`config.mk`:
```
export PLATFORM = sky130hd
export DESIGN_NAME = oam_dma_ctrl
export DESIGN_NICKNAME = d
export VERILOG_FILES = /design/src/rtl/oam_dma_ctrl_pkg.sv /design/src/rtl/oam_dma_ctrl.sv
export SDC_FILE = /design/constraint.sdc
export NUM_CORES = 1
export LEC_CHECK = 0
export ABC_AREA = 0
export BUFFER_PORTS_ARGS = -buffer_cell sky130_fd_sc_hd__buf_2
export CORE_UTILIZATION = 41
export DETAILED_ROUTE_END_ITERATION = 6
export GPL_TIMING_DRIVEN = 0
export MAX_ROUTING_LAYER = met4
export PLACE_DENSITY = 0.69
export SLEW_MARGIN = 20
export SYNTH_ARGS = -nofsm -noshare
export SYNTH_HDL_FRONTEND = slang
export SYNTH_SLANG_ARGS = --single-unit
```
`constraint.sdc`:
```
create_clock -name clock -period 2.45 [get_ports clock]
set_input_delay 0.1225 -clock clock [delete_from_list [all_inputs] [get_ports clock]]
set_output_delay 0.1225 -clock clock [all_outputs]
set_load 0.02 [all_outputs]
```
`src/rtl/oam_dma_ctrl_pkg.sv`:
```
// Shared bus constants for the OAM DMA controller.
//   dma_state_e       - controller state encoding
//   OAM_DMA_REG_ADDR  - default CPU register that triggers a DMA
//   PPU_OAMDATA_ADDR  - default destination of every DMA write
package oam_dma_ctrl_pkg;

  typedef enum logic [2:0] {
    ST_IDLE,
    ST_HALT,
    ST_ALIGN,
    ST_READ,
    ST_WRITE
  } dma_state_e;

  localparam logic [15:0] OAM_DMA_REG_ADDR = 16'h4014;
  localparam logic [15:0] PPU_OAMDATA_ADDR = 16'h2004;

endpackage

```
`src/rtl/oam_dma_ctrl.sv`:
```
// OAM DMA controller, sitting between the CPU and the peripheral bus.
// A CPU write of a page number to DMA_REG_ADDR halts the CPU and copies
// XFER_LEN bytes from {page, idx} to DEST_ADDR, one read/write pair per byte.
//   clock, nreset             - clock, asynchronous active-low reset
//   cpu_addr/cpu_rw/cpu_data  - CPU bus request (rw: 1 = read)
//   mem_data                  - read data returned by the peripherals
//   bus_addr/bus_rw/bus_data  - peripheral bus (CPU pass-through in IDLE)
//   cpu_rdy                   - 0 halts the CPU
//   busy                      - FSM outside IDLE
//   done                      - one-cycle pulse after the last DMA write
module oam_dma_ctrl
  import oam_dma_ctrl_pkg::*;
#(
  parameter logic [15:0] DMA_REG_ADDR = OAM_DMA_REG_ADDR,
  parameter logic [15:0] DEST_ADDR    = PPU_OAMDATA_ADDR,
  parameter int unsigned XFER_LEN     = 256
) (
  input  logic        clock,
  input  logic        nreset,
  input  logic [15:0] cpu_addr,
  input  logic        cpu_rw,
  input  logic [7:0]  cpu_data,
  input  logic [7:0]  mem_data,
  output logic [15:0] bus_addr,
  output logic        bus_rw,
  output logic [7:0]  bus_data,
  output logic        cpu_rdy,
  output logic        busy,
  output logic        done
);

  dma_state_e  state_q, state_d;
  logic        parity_q;
  logic [7:0]  page_q, page_d;
  logic [7:0]  hold_q, hold_d;
  logic [8:0]  idx_q, idx_d;
  logic        done_q, done_d;

  logic        trigger;
  logic [8:0]  idx_inc;
  logic        last_byte;

  assign trigger   = (cpu_addr == DMA_REG_ADDR) && !cpu_rw;
  assign idx_inc   = idx_q + 9'd1;
  assign last_byte = ({23'd0, idx_inc} >= XFER_LEN);

  always_comb begin
    state_d = state_q;
    page_d  = page_q;
    hold_d  = hold_q;
    idx_d   = idx_q;
    done_d  = 1'b0;
    unique case (state_q)
      ST_IDLE: begin
        if (trigger) begin
          page_d  = cpu_data;
          idx_d   = '0;
          state_d = ST_HALT;
        end
      end
      // Parity flips on the exit edge: leaving HALT with parity_q==1 lands
      // READ on parity 0 directly, otherwise one ALIGN cycle is needed.
      ST_HALT:  state_d = parity_q ? ST_READ : ST_ALIGN;
      ST_ALIGN: state_d = ST_READ;
      ST_READ: begin
        hold_d  = mem_data;
        state_d = ST_WRITE;
      end
      ST_WRITE: begin
        idx_d = idx_inc;
        if (last_byte) begin
          state_d = ST_IDLE;
          done_d  = 1'b1;
        end else begin
          state_d = ST_READ;
        end
      end
      default: state_d = ST_IDLE;
    endcase
  end

  always_ff @(posedge clock or negedge nreset) begin
    if (!nreset) begin
      state_q  <= ST_IDLE;
      parity_q <= 1'b0;
      page_q   <= '0;
      hold_q   <= '0;
      idx_q    <= '0;
      done_q   <= 1'b0;
    end else begin
      state_q  <= state_d;
      parity_q <= ~parity_q;
      page_q   <= page_d;
      hold_q   <= hold_d;
      idx_q    <= idx_d;
      done_q   <= done_d;
    end
  end

  // Bus mux: CPU pass-through in IDLE, FSM-owned otherwise. Source address
  // uses only idx[7:0] so it never carries into the page.
  always_comb begin
    bus_addr = cpu_addr;
    bus_rw   = cpu_rw;
    bus_data = cpu_data;
    unique case (state_q)
      ST_IDLE: ;
      ST_HALT, ST_ALIGN: begin
        bus_addr = cpu_addr;
        bus_rw   = 1'b1;
        bus_data = hold_q;
      end
      ST_READ: begin
        bus_addr = {page_q, idx_q[7:0]};
        bus_rw   = 1'b1;
        bus_data = hold_q;
      end
      ST_WRITE: begin
        bus_addr = DEST_ADDR;
        bus_rw   = 1'b0;
        bus_data = hold_q;
      end
      default: ;
    endcase
  end

  assign cpu_rdy = (state_q == ST_IDLE);
  assign busy    = (state_q != ST_IDLE);
  assign done    = done_q;

endmodule

```
==> results of run 1 <==
[routing by layer]
layer	track usage, %	share of wire [%]	routed length [um]	up-vias
met1	24.3	44	1720	695
met3	5.69	6.5	250	4
met2	32.7	48	1860	49
met4	6.38	0.93	36	0
met5	-	0	0	-
li1	-	-	-	687
[power by group]
part	leakage [nW]	switching [mW]	internal (mW)
sequential	0.386	0.0799	0.620
combinational	0.642	0.812	0.590
clock	0.0383	0.170	0.195
total	1.07	1.06	1.40
[kinds of logic (layout without fill, tap and decap cells)]
group | count (synthesis) | after routing | share of synthesized area [%]
fa+ha+maj | 1 | 1 | 0.746
mux | 25 | 25 | 17.2
simple gates | 46 | 46 | 17.6
compound gates | 31 | 31 | 13.6
flops | 30 | 30 | 44.8
buf+inv | 10 | 80 | 3.51
xor+xnor | 5 | 5 | 2.61
[flip-flops by register name (all words and copies together), names as in the netlist]
name / cells
parity_q: 1
hold_q: 8
state_q: 3
page_q: 8
done: 1
idx_q: 9
[critical path: stages, from the launching register on]
cell,delay [ns]
dfrtp_1,0.33
buf_4,0.17
nand2_1,0.08
nor2_2,0.38
clkbuf_1,0.42
a22o_1,0.23
buf_2,0.17
[worst max-delay path by stage]
stage / from / endpoint / cells after the start
2_1_floorplan: state_q[2] / page_q[6] / 6
3_3_place_gp: state_q[1] / bus_data[7] / 5
3_5_place_dp: state_q[1] / bus_data[6] / 5
4_1_cts: state_q[1] / bus_data[6] / 5
5_1_grt: state_q[1] / bus_addr[5] / 6
6_report: state_q[0] / bus_addr[5] / 6
[metrics by stage]
| stage | total power [mW] | util, % | hold slack, ns |
|---|---|---|---|
| after floorplan | 1.70 | - | -0.173 |
| after global placement | 2.08 | 53.9 | 0.194 |
| after detailed placement | 2.10 | 53.9 | 0.200 |
| after CTS | 2.47 | 56.2 | 0.0721 |
| after global routing | 2.63 | 56.5 | 0.0675 |
| final | 2.47 | 56.5 | 0.0744 |
[cells in the final DEF (no fill, tap or decap), types with 2 or more instances in the layout]
master	count
xor2_1	2
nand2_1	14
nor3_4	2
mux2_2	22
nor3_1	2
o21ai_0	8
xnor2_1	2
a22o_1	13
and3_1	3
clkbuf_8	5
nand3_1	6
nor2b_1	2
mux2_4	2
clkbuf_1	4
buf_4	3
buf_2	64
dfrtp_1	30
o22ai_1	2
nor2_1	6
[cell type report]
type / instances / area share (%)
buffer: 8 / 2.39
timing repair buffer: 63 / 14.9
tap: 48 / 2.80
inverter: 2 / 0.350
clock buffer: 7 / 3.55
sequential: 30 / 35.0
multi-input combinational: 108 / 41.0
[what timing repair did]
item	in CTS	in global routing
resized for setup	0	2
endpoints found under the setup margin	0	11
hold buffers	1	0
endpoints found under the hold margin	30	0
==> results.md, run 1 <==
- R2R depth: 6
- Most common flop cell mapped by yosys: dfrtp_1
- Max Clock Skew: 0.00387 ns
- DRT iter0 DRCs: 75
- Pwr/cell area: 1150 mW/mm2
- Routability cong.: 0.815
- Synth unique cells: 42
- Die X: 65.9 um
- Cell Area, Placed: 0.00205 mm2
- Number of global-route vias before repair: 1367
- Synth async-reset ratio: 100%
- Nets: 254
- Die Y: 65.9 um
- FF-to-FF Start: state_q[2]
- Critical path launch point type: flip-flop
- Final Cell Area: 0.00215 mm2
- Syn Area/Cell: 11.3 um2
- Status: complete, no violations
- Gr usage total: 20.2%
- Final Slew Violations: 0
- Antenna violations before repair: 0
- EDFF count, synth: 0
- Clock transition at the registers of the reported paths: 0.06 ns
- Final setup TNS: 0 ns
- Die footprint: 0.00435 mm2
- Share of the synthesized area in the top cell type: 44.8%
- Largest area contributor in the netlist: dfrtp_1
- Crit path DAT: 2.05 ns
- Post-route ant nets: 0
- DR vias/cell: 5.39
- Post-CTS setup buffers: 0
- Root Driver: clkbuf_8
- Pleak: 1.07 nW
- Hold Crit Depth: 2
- Detailed Routing Iterations Pass 1: 4
- Dpl ws: 0.387 ns
- Maximum vdd drop: 0.000587 V
- First-pass GRT wire length: 6310 um
- Fmax: 460 MHz
- Synthesized cell area: 0.00168 mm2
- Synth area leaders: dfrtp_1, mux2_2, a22o_1, nand2_1, o21ai_0
- CTS buffer count: 5
- FF+latch count, synth: 30
- Final routed DRC violation total: 0
- # fillers: 340
- Synth top cells by count: dfrtp_1, mux2_2, nand2_1
- H-Tree Depth: 2
- CP Class: reg -> out
- TritonCTS clock tree: yes
- Syn Inst Count: 148
- Vias after detailed routing: 1435
- Core region area: 0.00380 mm2
- Final setup fails: 0
- Flop2flop setup slack: 0.59 ns
- CP max FO: 10
- CP Capture Type: output pin
- Layout Cells excl Fill: 266
- Crit path time final: 2.18 ns
- Worst hold endpoint: hold_q[6]
- Clock buffer depth: 2
- Slew margin rel.: 55.6%
- Drt wl/cell: 14.6 um
- Initial Util: 44.1%
- Clk Latency, worst-skew pair: 0.28 ns
- Synth warn: 0
- Seq/Total Area, Yosys: 44.8%
- Port Buf Inserts: 62
- Clk sinks: 30
- Share of post-route cells with drive strength above 1: 49.1%
- Worst Hold Class: in -> reg
- Overflow left after global routing: 0
- Fin. Hold Viols: 0
- Final WL: 3880 um
- I/O pin count: 63
- Worst slew pin tran: 0.665 ns
- RR Endpoint: page_q[7]
- Pin count of the biggest net entering global routing: 31
- Multi-input logic area: 881 um2
- Count leader, synth: dfrtp_1
- RSZ-0062 raised after global routing: no
- Syn Nets: 184
- Max-Cap Viols: 0
- Sequential cell area: 751 um2
- Critical path required time: 2.33 ns
- Hold Crit Start: mem_data[6]
- Setup slack after layout: 0.274 ns
- Dpl cells: 258
- Final HPWL DP: 2940 um
- Placement row count: 22
- Final worst-path cycle share: 88.8%
- Ant diodes: 0
- P&R area growth vs syn: 28.1%
Note: power is estimated with default switching activity, not from simulation.
==> run 2, diff against run 1 <==
Settings changed: ABC_AREA 0 to 1, PLACE_DENSITY 0.69 to 0.68.
==> results.md, run 2 <==
- Final worst-path cycle share: 82.7% (-6.1 points)
- Synth unique cells: 22 (-48%)
- Hold Worst Slack: 0.0310 ns (-0.0434 ns)
- Port Buf Inserts: 62 (unchanged)
- Top reg by flops: idx_q
- Worst Hold Class: in -> reg
- Syn Nets: 299 (+63%)
- CP top delay family: simple AND/OR/NAND/NOR gates
- Final setup TNS: 0 ns (unchanged)
- Multi-input logic area: 910 um2 (+3.3%)
- Max reg flops: 9 (unchanged)
- Pin count of the biggest net entering global routing: 31 (unchanged)
- Drt wl/cell: 12.5 um (-15%)
- Overflow left after global routing: 0 (unchanged)
- Slowest Stage Delay on Critical Path: 0.39 ns (-0.03 ns)
- H-Tree Depth: 2 (unchanged)
- Max Clock Skew: 0.00131 ns (-0.00256 ns)
- Clock transition at the registers of the reported paths: 0.07 ns (about the same)
- Status: complete, no violations
- CTS buffer count: 5 (unchanged)
- CP Class: reg -> out
- RSZ-0062 raised after global routing: no
- Sequential cell area: 751 um2 (unchanged)
- Biggest regs: idx_q (9), hold_q (8), page_q (8)
- Final Slew Violations: 0 (unchanged)
- Max-Cap Viols: 0 (unchanged)
- Die Y: 68.2 um (+3.4%)
- Syn Inst Count: 263 (+78%)
- Clock buffer depth: 2 (unchanged)
- Fin. Hold Viols: 0 (unchanged)
- Vias after detailed routing: 1926 (+34%)
- Worst slew pin tran: 0.699 ns (+0.0333 ns)
- Detailed Routing Iterations Pass 1: 5 (+1)
- Slew margin rel.: 53.4% (-2.2 points)
- Largest area contributor in the netlist: dfrtp_1
- Fmax: 494 MHz (+7.4%)
- Synth area leaders: dfrtp_1, nand2_1, nand3_1, inv_1, nor2_1
- EDFF count, synth: 0 (unchanged)
- Final WL: 4780 um (+23%)
- CP cell instances: nor2_1 > inv_2 > nand2_1 > nand2_1 > nand2_1 > nand2_1 > buf_2
- Root Driver: clkbuf_8
- Pleak: 1.34 nW (+25%)
- Met3 GRT Util: 5.83% (+0.14 points)
- Most common cell after layout, fill and taps aside: nand2_1
- FF+latch count, synth: 30 (unchanged)
- Most frequent cells in the layout: nand2_1, buf_2, nand3_1, dfrtp_1, inv_1
- DRT iter0 DRCs: 120 (+60%)
- Share of post-route cells with drive strength above 1: 26.0% (-23 points)
- Resized Gates After CTS: 0 (unchanged)
- Most common flop cell mapped by yosys: dfrtp_1
- First-pass GRT wire length: 7720 um (+22%)
- Final routed DRC violation total: 0 (unchanged)
- Gr usage total: 23.7% (+3.5 points)
- Pwr/cell area: 1180 mW/mm2 (+2.5%)
- Ant diodes: 0 (unchanged)
- Syn Area/Cell: 6.83 um2 (-40%)
- Initial Util: 43.7% (-0.48 points)
- Placement row count: 23 (+4.5%)
- Core region area: 0.00412 mm2 (+8.3%)
- Routability cong.: 0.860 (+5.5%)
- Final HPWL DP: 3640 um (+24%)
- # fillers: 434 (+28%)
- Antenna violations before repair: 0 (unchanged)
- TritonCTS clock tree: yes
- Synth async-reset ratio: 100% (unchanged)
- Die X: 68.2 um (+3.4%)
- I/O pin count: 63 (unchanged)
- Nets: 369 (+45%)
- Post-route ant nets: 0 (unchanged)
- Gr busiest metal: met2
- CP Capture Type: output pin
- Pwr Total: 2.70 mW (+9.3%)
- Clk Latency, worst-skew pair: 0.28 ns (about the same)
- Number of global-route vias before repair: 1758 (+29%)
- Crit path DAT: 1.90 ns (-0.15 ns)
- Global Route met1 Usage: 27.0% (+2.6 points)
- Final setup fails: 0 (unchanged)
- Synthesized cell area: 0.00180 mm2 (+7.2%)
- Synth top cells by count: nand2_1, nand3_1, dfrtp_1
- Critical path launch point type: flip-flop
- Count leader, synth: nand2_1
- CP max FO: 10 (unchanged)
- Synth warn: 0 (unchanged)
- Clk sinks: 30 (unchanged)
- Crit path buf inv count: 2 (-1)
- Crit path time final: 2.02 ns (-0.151 ns)
- Maximum vdd drop: 0.000466 V (-21%)
- Seq/Total Area, Yosys: 41.8% (-3.0 points)
- Crit path max-delay cell type: dfrtp_1
- DR vias/cell: 5.02 (-7.0%)
- Critical path required time: 2.33 ns (about the same)
- Most common cell on crit path: nand2_1
- Share of the synthesized area in the top cell type: 41.8% (-3.0 points)
- P&R area growth vs syn: 27.4%
- Met2 usage: 39.3% (+6.7 points)
- Die footprint: 0.00465 mm2 (+7.0%)
[run 2: cell type report]
type	count	share of cell area, %
Multi-Input combinational cell	200	39.7
Sequential cell	30	32.8
Timing Repair Buffer	63	14.0
Inverter	26	4.26
Clock buffer	5	3.01
Tap cell	50	2.73
Clock inverter	3	1.75
Buffer	7	1.69
[run 2: worst paths after layout]
kind	depth (start not counted)	slack (ns)	start	end
setup / recovery	7	0.43	state_q[1]	bus_data[0]
hold / removal	3	0.03	mem_data[4]	hold_q[4]
setup reg to reg	10	1.04	idx_q[1]	state_q[0]
hold reg to reg	1	0.40	parity_q	parity_q
max in group asynchronous	2	1.58	nreset	hold_q[7]
min in group asynchronous	2	0.42	nreset	idx_q[1]
[run 2: worst reg2reg max path, stage by stage, from the launching register on]
cell and delay, ns:
dfrtp_1 0.40, ha_1 0.20, nand2_1 0.07, nor2_2 0.21, nand2_1 0.08, nand2_1 0.07
nand2_1 0.05, nand2_1 0.08, nand2_1 0.06, nand2_1 0.05, inv_1 0.03
[run 2: layer usage]
layer  vias up  routed length, um
met5         -                  0
met4         0                 60
met3         6                250
met2        58               2340
met1       875               2130
li1        987                  -
[run 2: cell families after synthesis]
kind of cell	after synthesis	synth area share, %
buffers and inverters	33	7.59
AO/OA/AOI/OAI	18	5.22
AND/OR/NAND/NOR	181	44.7
flip-flops	30	41.8
adder cells (fa/ha/maj)	1	0.696
[run 2: stage by stage]
stage | cell area [um2] | std cells | worst slack, ns | util, %
3_5_place_dp | 2170 | 375 | 0.772 | 52.7
3_3_place_gp | 2170 | 375 | 0.780 | 52.7
6_report | 2290 | 384 | 0.425 | 55.6
5_1_grt | 2290 | 384 | 0.293 | 55.6
2_1_floorplan | 1800 | 263 | 0.923 | -
4_1_cts | 2290 | 384 | 0.443 | 55.6
[run 2: repair_timing]
action,CTS,global route
hold buffers,1,0
hold endpoints to repair,30,0
setup buffers,0,0
[run 2: power breakdown]
group	switching, mW	total (mW)	internal, mW
Combinational	0.965	1.41	0.444
Sequential	0.133	0.792	0.659
Clock	0.195	0.494	0.299
